`src/rtl/uart_rx_fsm.sv`:
```
// uart_rx_fsm: frame sequencer for an oversampled UART receiver.
// The edge/bit counters and the start/parity/stop checkers sit outside this
// block. This FSM runs the counters, strobes the checkers at the last
// oversample of each bit, and flags an accepted frame with data_valid.
//
// state  | meaning
// -------+-------------------------------------------------------------
// IDLE   | line idle, counters held clear, waiting for RX_IN low
// START  | start bit; checked for a glitch at its last oversample
// DATA   | DATA_WIDTH data bits; deserializer strobed once per bit
// PARITY | parity bit (only when latched parity enable is set)
// STOP   | stop bit; stop checker result captured
// DONE   | one cycle; data_valid if no parity/stop error was seen
module uart_rx_fsm #(
    parameter int DATA_WIDTH = 8
) (
    input  logic       CLK,
    input  logic       RST,
    input  logic       RX_IN,
    input  logic       PAR_EN,
    input  logic [5:0] Prescale,
    input  logic [5:0] edge_cnt,
    input  logic [3:0] bit_cnt,
    input  logic       strt_glitch,
    input  logic       par_err,
    input  logic       stp_err,
    output logic       enable,
    output logic       dat_samp_en,
    output logic       deser_en,
    output logic       strt_chk_en,
    output logic       par_chk_en,
    output logic       stp_chk_en,
    output logic       data_valid
);

    localparam logic [2:0] ST_IDLE   = 3'd0;
    localparam logic [2:0] ST_START  = 3'd1;
    localparam logic [2:0] ST_DATA   = 3'd2;
    localparam logic [2:0] ST_PARITY = 3'd3;
    localparam logic [2:0] ST_STOP   = 3'd4;
    localparam logic [2:0] ST_DONE   = 3'd5;

    localparam logic [3:0] LAST_DATA_BIT = 4'(DATA_WIDTH);

    logic [2:0] r_state;
    logic [2:0] w_next_state;
    logic       r_par_en_q;
    logic       r_perr_q;
    logic       r_serr_q;
    logic       w_last;
    logic       w_data_done;
    logic       w_start_entry;

    // Prescale-1 stays 6 bits wide so Prescale=32 compares against 31 exactly.
    assign w_last = (edge_cnt == (Prescale - 6'd1));

    // ">=" rather than "==" so a mid-frame Prescale change that skips past the
    // last data bit still leaves DATA instead of waiting for bit_cnt to wrap.
    assign w_data_done = (bit_cnt >= LAST_DATA_BIT);

    assign w_start_entry = (w_next_state == ST_START) && (r_state != ST_START);

    // Next-state decode; unused encodings fall back to IDLE.
    always_comb begin
        w_next_state = ST_IDLE;
        case (r_state)
            ST_IDLE: begin
                w_next_state = RX_IN ? ST_IDLE : ST_START;
            end
            ST_START: begin
                if (!w_last)
                    w_next_state = ST_START;
                else if (strt_glitch)
                    w_next_state = ST_IDLE;
                else
                    w_next_state = ST_DATA;
            end
            ST_DATA: begin
                if (w_last && w_data_done)
                    w_next_state = r_par_en_q ? ST_PARITY : ST_STOP;
                else
                    w_next_state = ST_DATA;
            end
            ST_PARITY: begin
                w_next_state = w_last ? ST_STOP : ST_PARITY;
            end
            ST_STOP: begin
                w_next_state = w_last ? ST_DONE : ST_STOP;
            end
            ST_DONE: begin
                w_next_state = RX_IN ? ST_IDLE : ST_START;
            end
            default: begin
                w_next_state = ST_IDLE;
            end
        endcase
    end

    // State register.
    always_ff @(posedge CLK or negedge RST) begin
        if (!RST)
            r_state <= ST_IDLE;
        else
            r_state <= w_next_state;
    end

    // Per-frame flags: parity enable frozen at START entry, error flags
    // cleared there and set by the checkers at the last oversample.
    always_ff @(posedge CLK or negedge RST) begin
        if (!RST) begin
            r_par_en_q <= 1'b0;
            r_perr_q   <= 1'b0;
            r_serr_q   <= 1'b0;
        end else if (w_start_entry) begin
            r_par_en_q <= PAR_EN;
            r_perr_q   <= 1'b0;
            r_serr_q   <= 1'b0;
        end else begin
            if ((r_state == ST_PARITY) && w_last && par_err)
                r_perr_q <= 1'b1;
            if ((r_state == ST_STOP) && w_last)
                r_serr_q <= stp_err;
        end
    end

    // Output decode from registered state and counter values only.
    always_comb begin
        enable      = 1'b0;
        dat_samp_en = 1'b0;
        deser_en    = 1'b0;
        strt_chk_en = 1'b0;
        par_chk_en  = 1'b0;
        stp_chk_en  = 1'b0;
        data_valid  = 1'b0;
        case (r_state)
            ST_START: begin
                enable      = 1'b1;
                dat_samp_en = 1'b1;
                strt_chk_en = w_last;
            end
            ST_DATA: begin
                enable      = 1'b1;
                dat_samp_en = 1'b1;
                deser_en    = w_last;
            end
            ST_PARITY: begin
                enable      = 1'b1;
                dat_samp_en = 1'b1;
                par_chk_en  = w_last;
            end
            ST_STOP: begin
                enable      = 1'b1;
                dat_samp_en = 1'b1;
                stp_chk_en  = w_last;
            end
            ST_DONE: begin
                data_valid  = !r_perr_q && !r_serr_q;
            end
            default: begin
                enable      = 1'b0;
            end
        endcase
    end

endmodule

```
`config.mk`:
```
export PLATFORM = sky130hd
export DESIGN_NAME = uart_rx_fsm
export DESIGN_NICKNAME = d
export VERILOG_FILES = /design/src/rtl/uart_rx_fsm.sv
export SDC_FILE = /design/constraint.sdc
export NUM_CORES = 1
export LEC_CHECK = 0
export ABC_AREA = 1
export BUFFER_PORTS_ARGS = -buffer_cell sky130_fd_sc_hd__buf_2
export CAP_MARGIN = 25
export CORE_MARGIN = 2
export CORE_UTILIZATION = 45
export DETAILED_ROUTE_END_ITERATION = 8
export PLACE_DENSITY = 0.76
export SLEW_MARGIN = 20
export SYNTH_ARGS = -nofsm -noshare
export SYNTH_HDL_FRONTEND = slang
export SYNTH_SLANG_ARGS = --single-unit
```
`constraint.sdc`:
```
create_clock -name CLK -period 1.9 [get_ports CLK]
set_input_delay 0.38 -clock CLK [delete_from_list [all_inputs] [get_ports CLK]]
set_output_delay 0.38 -clock CLK [all_outputs]
set_load 0.05 [all_outputs]
```
==> metrics.yaml <==
run_status:
  status: "finished, violations left"
  violations: "setup timing"
worst_setup_path:
  path_delay_family: "simple AND/OR/NAND/NOR gates"
  critPathRequiredTime_ps: 1520
  path_max_fanout: 3
  critPathMaxStageDelay_ps: 210
  timing.rr.end: "r_serr_q"
  crit_chain: "buf_8 -> inv_4 -> ha_4 -> xnor2_4 -> nor2_4 -> nand2_1 -> nor2_1 -> nand2_2 -> nor3_4 -> buf_6"
  endpoint_kind: "output pin"
  path_buf_inv: 3
  crit_type: "in2out"
  ff2ff_path_depth: 9
  slowest_stage: "ha_4"
  startpoint_type: "input pin"
  critical_path_arrival_ps: 1630
  worstReg2RegStart: "r_state[0]"
  r2r_slack_ps: 430
synthesis:
  synth_top_cell_by_area: "dfrtp_1"
  synth_area_um2: 657
  synthesis.nets: 134
  avgSynthCellArea_um2: 5.97
  synth_cell_types: 21
  ys_ff_latch: 6
  synthTopCellsByArea: "dfrtp_1 23%, nand2_1 20%, inv_1 13%"
  ys_warn_count: 0
  synthCells: 110
  synth.top_cell.area_share: 0.229
  yosysSeqAreaShare: 0.229
min_path:
  min_from: "PAR_EN"
  min_path_type: "in2reg"
  hold_path_end: "r_par_en_q"
  whs_path_depth: 3
timing:
  worst_slew_pin_slew_ps: 246
  fin_ws_ps: -113
  final.period_utilization: 1.06
  fin_crit_ps: 2010
  clock_skew_ps: 0.657
  drv_slew: 0
  rsz0062_at_grt: "yes"
  setup_viol: 4
  max_clock_freq_mhz: 497
  slew_headroom: 0.835
  hold_viol: 0
  fin_tns_setup_ps: -266
finish:
  finalNonFillerCells: 167
  finalCoreUtilization: 0.822
  diodes: 0
  area_delta_synth_final_pct: 66.9
  num-fill-cells: 91
  drive_gt1_frac: 0.480
  nNetsFinal: 178
global_routing:
  grt_overflow_total: 0
  grt_max_degree: 7
  grt_antenna_before_repair: 0
  grt_first_pass_wirelength_um: 3190
  grt_pass1_vias: 824
  track_usage: 0.230
drt:
  ant_nets: 0
  dr.pass1.iters: 4
  wl_um: 1780
  drt-initial-drc-count: 17
  drc: 0
  vias_per_cell: 4.84
  wl_per_cell_um: 10.7
  vias: 808
die:
  die_w_um: 42.2
  core_area_um2: 1330
  die_area_um2: 1780
  ios: 30
  row_count: 13
  initial_core_util: 0.492
  die_h_um: 42.2
job:
  maxCapViolCount: 0
placed_design:
  pre_cts_ws_ps: -231
  io_buffers: 26
  placed_cells: 161
  place_congestion: 0.800
  place.detailed.hpwl_um: 1330
clock_network:
  cts_buffer_depth: 2
  cts_tree: "yes"
  htree_levels: 1
  clk_pin_slew_ps: 40
  insertion_delay_ps: 240
  cts_root_buf: "clkbuf_4"
  clock-sinks: 6
  cts_buffers: 3
pwr:
  power_density_nw_per_um2: 686
  leakage_nw: 0.617
  power_mw: 0.752
  vdd_drop_max_mv: 0.754
state kept, by name, summed over array words and instances (netlist names):
register	count
r_state	3
r_par_en_q	1
r_serr_q	1
r_perr_q	1
how the worst max path moves through the flow:
stage                            from    endpoint  slack, ps  cells after the start
after global routing      Prescale[1]    deser_en       -210                     10
after CTS                 Prescale[0]  stp_chk_en       -100                     11
after floorplan           Prescale[1]    deser_en       -130                      8
after detailed placement  Prescale[1]    deser_en       -230                     10
after global placement    Prescale[1]    deser_en       -200                     10
final                     Prescale[1]    deser_en       -110                     10
power by group:
part           total [mW]  internal, mW  leakage, nW  switching, mW
sequential          0.185         0.154       0.0784         0.0310
clock               0.114        0.0712       0.0138         0.0429
combinational       0.453         0.173        0.524          0.280
cell type report:
class	count	area (µm²)	share of cell area
inverter	24	95.1	0.0868
timing repair buffer	40	307	0.280
multi-input combinational	79	503	0.459
tap	15	18.8	0.0171
sequential	6	150	0.137
clock buffer	3	22.5	0.0205
Yosys cell counts:
library cell	count
nand2_1	35
nand3b_1	2
inv_1	22
inv_2	2
nand3_4	1
buf_4	1
o21ai_0	2
dfrtp_1	6
nor2_8	1
nor3_1	3
nor2_1	10
nor2_2	2
a21oi_2	1
nand2_2	3
nand3_2	1
xnor2_1	2
nand3_1	12
a21oi_1	1
nor2_4	1
nand4_1	1
ha_1	1
routing by layer:
layer / part of all wire / track usage / vias to the layer above
met2: 0.50 / 0.400 / 33
met3: 0.059 / 0.0733 / 2
met1: 0.44 / 0.275 / 356
met4: 0.0051 / 0.0500 / 0
met5: 0 / 0 / -
li1: - / - / 417
worst reg2reg max path: stages (launching register included):
cell and delay (ps):
dfrtp_1 430, inv_1 130, nor2_1 100, nand2_1 90, o21ai_0 100, inv_1 80
nor2_2 190, inv_1 100, nand4_1 110, nand2_1 50
through the flow:
stage	hold slack [ps]	area [µm²]
floorplan	84.4	703
global route	369	1100
detailed placement	209	927
finish	345	1100
CTS	341	1040
global placement	206	927
cells by family (layout without fill, tap and decap cells):
kind of cell,count (synthesis),in the layout,share of synthesized area
AO/OA/AOI/OAI,4,4,0.0362
XOR/XNOR,2,2,0.0267
adder cells (fa/ha/maj),1,1,0.0190
buffers and inverters,25,67,0.149
flip-flops,6,6,0.229
AND/OR/NAND/NOR,72,72,0.541
what timing repair did:
action,4_1_cts,5_1_grt
hold endpoints to repair,6,0
buffers inserted,1,1
hold buffers,1,0
resized for setup,21,15
endpoints found under the setup margin,6,6
pin swaps,10,11
layout by cell type (no fill, tap or decap), drive strengths merged, types with 3 or more instances in the layout:
cell type	instances
nand3	14
buf	39
dfrtp	6
nor3	3
inv	24
nand2	38
nor2	14
clkbuf	3
No activity file was read; power rests on OpenSTA's default activity.
